[config.mk]
export PLATFORM = sky130hd
export DESIGN_NAME = hazard_fwd_unit_flat
export DESIGN_NICKNAME = d
export VERILOG_FILES = /design/src/rtl/cpu_pkg.sv /design/src/rtl/hazard_fwd_unit_if.sv /design/src/rtl/hazard_fwd_unit_fwd_select.sv /design/src/rtl/hazard_fwd_unit.sv /design/src/flat_wrapper.sv
export SDC_FILE = /design/constraint.sdc
export NUM_CORES = 1
export LEC_CHECK = 0
export CAP_MARGIN = 15
export CORE_UTILIZATION = 40
export CTS_BUF_LIST = sky130_fd_sc_hd__clkbuf_8
export DETAILED_ROUTE_END_ITERATION = 6
export GPL_ROUTABILITY_DRIVEN = 0
export GPL_TIMING_DRIVEN = 0
export HOLD_SLACK_MARGIN = 0.15
export PLACE_DENSITY = 0.68
export RECOVER_POWER = 100
export SYNTH_ARGS = -nofsm -noshare
export SYNTH_HDL_FRONTEND = slang
export SYNTH_SLANG_ARGS = --single-unit
export TNS_END_PERCENT = 30
[constraint.sdc]
create_clock -name clk -period 3.1 [get_ports clk]
set_input_delay 0.62 -clock clk [delete_from_list [all_inputs] [get_ports clk]]
set_output_delay 0.62 -clock clk [all_outputs]
set_load 0.01 [all_outputs]
[src/rtl/cpu_pkg.sv]
// Shared pipeline tag type and forward-select encodings
// for the hazard/forwarding unit.
package cpu_pkg;

  localparam int TAG_AW = 4;

  localparam logic [2:0] FWD_REG = 3'b000;
  localparam logic [2:0] FWD_WB  = 3'b001;
  localparam logic [2:0] FWD_MEM = 3'b010;

  typedef struct packed {
    logic              valid;
    logic [TAG_AW-1:0] dst;
    logic              regwrite;
    logic              memread;
  } pipe_tag_t;

  function automatic logic tag_hit(
    input pipe_tag_t         t,
    input logic [TAG_AW-1:0] s,
    input logic              r0
  );
    return t.valid & t.regwrite & (t.dst == s)
         & (r0 | (s != '0));
  endfunction

endpackage

[src/rtl/hazard_fwd_unit_if.sv]
// ID-side request and EX-side forward/stall response
// of the hazard/forwarding unit.
interface hazard_fwd_unit_if #(
  parameter int REG_AW = 4,
  parameter int CNT_W  = 16
);

  logic              id_valid;
  logic [REG_AW-1:0] id_srcA;
  logic              id_srcA_use;
  logic [REG_AW-1:0] id_srcB;
  logic              id_srcB_use;
  logic [REG_AW-1:0] id_dst;
  logic              id_regwrite;
  logic              id_memread;
  logic              flush;
  logic [2:0]        ForwardA;
  logic [2:0]        ForwardB;
  logic              stall;
  logic [CNT_W-1:0]  stall_count;

  modport master (
    output id_valid, id_srcA, id_srcA_use,
    output id_srcB, id_srcB_use, id_dst,
    output id_regwrite, id_memread, flush,
    input  ForwardA, ForwardB, stall,
    input  stall_count
  );

  modport slave (
    input  id_valid, id_srcA, id_srcA_use,
    input  id_srcB, id_srcB_use, id_dst,
    input  id_regwrite, id_memread, flush,
    output ForwardA, ForwardB, stall,
    output stall_count
  );

endinterface

[src/rtl/hazard_fwd_unit_fwd_select.sv]
// Compares one decode source against the in-flight
// tags; newest producer wins.
module fwd_select
  import cpu_pkg::*;
#(
  parameter bit FWD_R0 = 1'b0
) (
  input  logic [TAG_AW-1:0] src,
  input  logic              use_src,
  input  pipe_tag_t         tex,
  input  pipe_tag_t         tmem,
  input  pipe_tag_t         twb,
  output logic [2:0]        sel,
  output logic              load_hit
);

  logic hit_ex;
  logic hit_mem;
  logic hit_wb;

  always_comb begin
    hit_ex  = use_src & tag_hit(tex, src, FWD_R0);
    hit_mem = use_src & tag_hit(tmem, src, FWD_R0);
    hit_wb  = use_src & tag_hit(twb, src, FWD_R0);
    load_hit = hit_ex & tex.memread;
    sel = FWD_REG;
    unique case (1'b1)
      hit_ex:
        sel = FWD_MEM;
      (~hit_ex & hit_mem):
        sel = FWD_WB;
      // write-through register file covers WB
      (~hit_ex & ~hit_mem & hit_wb):
        sel = FWD_REG;
      default:
        sel = FWD_REG;
    endcase
  end

endmodule

[src/rtl/hazard_fwd_unit.sv]
// EX/MEM/WB tag pipeline, registered forward selects,
// load-use stall and saturating stall counter.
module hazard_fwd_unit
  import cpu_pkg::*;
#(
  parameter int REG_AW = TAG_AW,
  parameter int CNT_W  = 16,
  parameter bit FWD_R0 = 1'b0
) (
  input logic               clk,
  input logic               rst_n,
  hazard_fwd_unit_if.slave  bus
);

  pipe_tag_t        tex;
  pipe_tag_t        tmem;
  pipe_tag_t        twb;
  pipe_tag_t        id_tag;
  logic [2:0]       sel_a;
  logic [2:0]       sel_b;
  logic             ld_a;
  logic             ld_b;
  logic             stall;
  logic             kill;
  logic [2:0]       fwd_a;
  logic [2:0]       fwd_b;
  logic [CNT_W-1:0] cnt;

  fwd_select #(.FWD_R0(FWD_R0)) u_sel_a (
    .src      (bus.id_srcA),
    .use_src  (bus.id_srcA_use),
    .tex      (tex),
    .tmem     (tmem),
    .twb      (twb),
    .sel      (sel_a),
    .load_hit (ld_a)
  );

  fwd_select #(.FWD_R0(FWD_R0)) u_sel_b (
    .src      (bus.id_srcB),
    .use_src  (bus.id_srcB_use),
    .tex      (tex),
    .tmem     (tmem),
    .twb      (twb),
    .sel      (sel_b),
    .load_hit (ld_b)
  );

  assign stall = bus.id_valid & ~bus.flush
               & (ld_a | ld_b);
  assign kill  = ~bus.id_valid | bus.flush | stall;

  always_comb begin
    id_tag          = '0;
    id_tag.valid    = 1'b1;
    id_tag.dst      = bus.id_dst;
    id_tag.regwrite = bus.id_regwrite;
    id_tag.memread  = bus.id_memread;
  end

  always_ff @(posedge clk or negedge rst_n) begin
    if (!rst_n) begin
      tex   <= '0;
      tmem  <= '0;
      twb   <= '0;
      fwd_a <= FWD_REG;
      fwd_b <= FWD_REG;
      cnt   <= '0;
    end else begin
      twb   <= tmem;
      tmem  <= tex;
      tex   <= kill ? '0 : id_tag;
      fwd_a <= kill ? FWD_REG : sel_a;
      fwd_b <= kill ? FWD_REG : sel_b;
      if (stall && (cnt != '1))
        cnt <= cnt + 1'b1;
    end
  end

  assign bus.ForwardA    = fwd_a;
  assign bus.ForwardB    = fwd_b;
  assign bus.stall       = stall;
  assign bus.stall_count = cnt;

endmodule

[src/flat_wrapper.sv]
// flat-port wrapper written by rule: the top's interface ports become plain ports
module hazard_fwd_unit_flat import cpu_pkg::*;
#(
  parameter int REG_AW = TAG_AW,
  parameter int CNT_W  = 16,
  parameter bit FWD_R0 = 1'b0
)
  (clk, rst_n, bus_id_valid, bus_id_srcA, bus_id_srcA_use, bus_id_srcB, bus_id_srcB_use, bus_id_dst, bus_id_regwrite, bus_id_memread, bus_flush, bus_ForwardA, bus_ForwardB, bus_stall, bus_stall_count);
  hazard_fwd_unit_if #(.REG_AW(REG_AW), .CNT_W(CNT_W)) bus_i ();
  input logic clk;
  input logic rst_n;
  input wire logic [$bits(bus_i.id_valid)-1:0] bus_id_valid;
  input wire logic [$bits(bus_i.id_srcA)-1:0] bus_id_srcA;
  input wire logic [$bits(bus_i.id_srcA_use)-1:0] bus_id_srcA_use;
  input wire logic [$bits(bus_i.id_srcB)-1:0] bus_id_srcB;
  input wire logic [$bits(bus_i.id_srcB_use)-1:0] bus_id_srcB_use;
  input wire logic [$bits(bus_i.id_dst)-1:0] bus_id_dst;
  input wire logic [$bits(bus_i.id_regwrite)-1:0] bus_id_regwrite;
  input wire logic [$bits(bus_i.id_memread)-1:0] bus_id_memread;
  input wire logic [$bits(bus_i.flush)-1:0] bus_flush;
  output wire logic [$bits(bus_i.ForwardA)-1:0] bus_ForwardA;
  output wire logic [$bits(bus_i.ForwardB)-1:0] bus_ForwardB;
  output wire logic [$bits(bus_i.stall)-1:0] bus_stall;
  output wire logic [$bits(bus_i.stall_count)-1:0] bus_stall_count;
  assign bus_i.id_valid = bus_id_valid;
  assign bus_i.id_srcA = bus_id_srcA;
  assign bus_i.id_srcA_use = bus_id_srcA_use;
  assign bus_i.id_srcB = bus_id_srcB;
  assign bus_i.id_srcB_use = bus_id_srcB_use;
  assign bus_i.id_dst = bus_id_dst;
  assign bus_i.id_regwrite = bus_id_regwrite;
  assign bus_i.id_memread = bus_id_memread;
  assign bus_i.flush = bus_flush;
  assign bus_ForwardA = bus_i.ForwardA;
  assign bus_ForwardB = bus_i.ForwardB;
  assign bus_stall = bus_i.stall;
  assign bus_stall_count = bus_i.stall_count;
  hazard_fwd_unit #(.REG_AW(REG_AW), .CNT_W(CNT_W), .FWD_R0(FWD_R0)) u_core (.clk(clk), .rst_n(rst_n), .bus(bus_i));
endmodule
==> flow_summary.yaml <==
worst_setup_path:
  start_kind: "primary input"
  required_ps: 2480
  end_kind: "output port"
  cp_max_fo: 6
  r2r_cells: 7
  worstSetupPathType: "in2out"
  crit_arrival_ps: 2360
route:
  wirelength_um: 3160
  vias_per_cell: 5.05
  drc: 0
  num_vias: 1186
  wl_per_cell_um: 13.4
  antenna_left: 0
  drtPass1Iterations: 5
  first_iter_violations: 48
status:
  status: "finished with violations"
  violations: "max-capacitance violations, max-slew violations"
synth:
  synthCells: 138
  synth_area_sq_um: 1590
  ys_warn_count: 0
  yosys-top-cells-area: "dfrtp_1 (52%), xor2_1 (9.9%), xnor2_1 (6.0%)"
  seq_area_frac_synth_pct: 51.8
  yosysTopAreaCell: "dfrtp_1"
  syn_area_per_cell_sq_um: 11.6
  yosys_register_bits: 33
  synth.distinct_cells: 33
  yosysTopAreaCellShare_pct: 51.8
grt:
  grt_overflow: 0
  grt_max_degree: 34
  grt_usage_pct: 16.9
  grt_first_pass_wirelength_um: 5340
  antenna_found_initial: 0
  first_global_vias: 1188
cts:
  cts_inserted_buffers: 5
  cts_tree: "done"
  clk_path_buf_depth: 2
  post_cts_buffers: 0
  hold_buffers: 0
  cts-root-buf: "clkbuf_8"
  clkLatencyLatePin_ps: 280
  cts.sinks: 33
  path_clk_slew_ps: 60
  htreeDepth: 2
timing:
  max-slew-margin-rel_pct: -11.6
  slew_violations: 34
  tightest_slew_ps: 1670
  hold_viol_final: 0
  fmax_mhz: 335
  period_share_pct: 96.2
  skew_ps: 5.23
  finalSetupViolations: 0
  period_minus_slack_ps: 2980
  whs_ps: 431
  rsz0062_at_grt: "no"
floorplan:
  ios: 43
  die_x_um: 65.1
  die_area_sq_um: 4240
  initial_core_util_pct: 42.6
  std_cell_rows: 22
  die_h_um: 65.1
  core_area_sq_um: 3740
hold_path:
  hold_path.class: "reg2reg"
  hold_depth: 0
power_and_ir_drop:
  p_per_area_nw_per_um2: 401
  power.leakage_nw: 1.03
  vdd_drop_max_v: 0.000269
  power_w: 0.000850
flow_run:
  drv_cap: 1
finish:
  final_area_sq_um: 2120
  area_growth_pct: 32.8
  mostFrequentLayoutCell: "dfrtp_1"
  final_cells: 235
  drive_above_1_share_pct: 10.2
  diodes: 0
  mostFrequentLayoutCells: "dfrtp_1 (33), dlygate4sd3_1 (20), xor2_1 (18)"
  nets: 207
placed_design:
  dp.cells: 227
  port_buffers: 40
  hpwlAfterDp_um: 2420
  placed_cell_area_sq_um: 2050
==> worst paths after layout <==
check	startpoint	to	slack, ps
worst max-delay path	bus_id_srcA_use	bus_stall	120
worst min-delay path	u_core.tex[6]	u_core.tmem[6]	430
worst max register to register	u_core.tex[2]	u_core.bus.stall_count[1]	780
worst min register to register	u_core.tex[6]	u_core.tmem[6]	430
max in group asynchronous	rst_n	u_core.tex[6]	1360
min in group asynchronous	rst_n	u_core.bus.stall_count[6]	770
==> sequential cells by signal (all words and copies together), names as in the netlist <==
name	count
u_core.bus.ForwardA	2
u_core.bus.ForwardB	2
u_core.bus.stall_count	16
u_core.tex	7
u_core.tmem	6
==> cell families (layout without fill, tap and decap cells) <==
kind of cell,after synthesis,after routing,share of synthesized area (%)
and+or+nand+nor,62,62,25.0
DFF,33,33,51.8
xor gates and xnor gates,29,29,15.9
buffers and inverters,6,54,2.43
AOI/OAI and AO/OA,3,3,1.73
muxes,3,3,2.12
adders and majority gates,1,1,0.785
other,1,2,0.235
==> through the flow <==
step	setup WS [ps]	TNS, ps	utilization (%)
2_1_floorplan	727	0	-
3_3_place_gp	-348	-348	55.0
6_report	119	0	56.6
5_1_grt	75.4	0	56.6
3_5_place_dp	-389	-389	54.8
4_1_cts	38.7	0	57.3
==> worst max-delay path, cell delays in order <==
cell and delay, ps:
clkdlybuf4s50_1 460, o41a_1 170, nand4_1 100, or4_4 440, and2_0 190, buf_6 130
nor2_1 100, buf_2 140
==> final cells by class <==
class	instances	area, sq um
Sequential cell	33	826
Tap cell	48	60.1
Buffer	5	33.8
Inverter	1	3.75
Clock buffer	7	96.3
Fill cell	347	1630
Clock inverter	1	5.00
Multi-Input combinational cell	100	713
Timing Repair Buffer	40	379
==> Yosys cell counts, drive strengths merged <==
master / count
xor2: 18
and4: 3
nor3: 6
mux2: 3
xnor2: 11
nand4b: 1
dfrtp: 33
nand2b: 2
and3: 3
inv: 1
nand2: 6
ha: 1
nor3b: 1
conb: 1
or2: 1
nor2: 6
o41a: 2
nor4: 6
a21oi: 1
nand4: 10
and2: 7
or4: 2
nand3: 8
buf: 5
==> power breakdown <==
group | total (W) | internal (W) | switching, W
Clock | 0.000347 | 0.000200 | 0.000147
Sequential | 0.000444 | 0.000438 | 0.00000684
Combinational | 0.0000580 | 0.0000302 | 0.0000278
==> metal layers <==
metal  share of wire [%]  global-route usage, %  up-vias
met3                 4.5                   4.34        6
met1                  48                   21.9      563
met4                 1.3                   8.15        0
li1                    -                      -      583
met2                  46                   26.3       34
met5                   0                      0        -
==> timing repair <==
item                                    in CTS  in global routing
endpoints found under the setup margin       1                  1
pin swaps                                    1                  0
resized for setup                           11                  1
No activity file was read; power rests on OpenSTA's default activity.
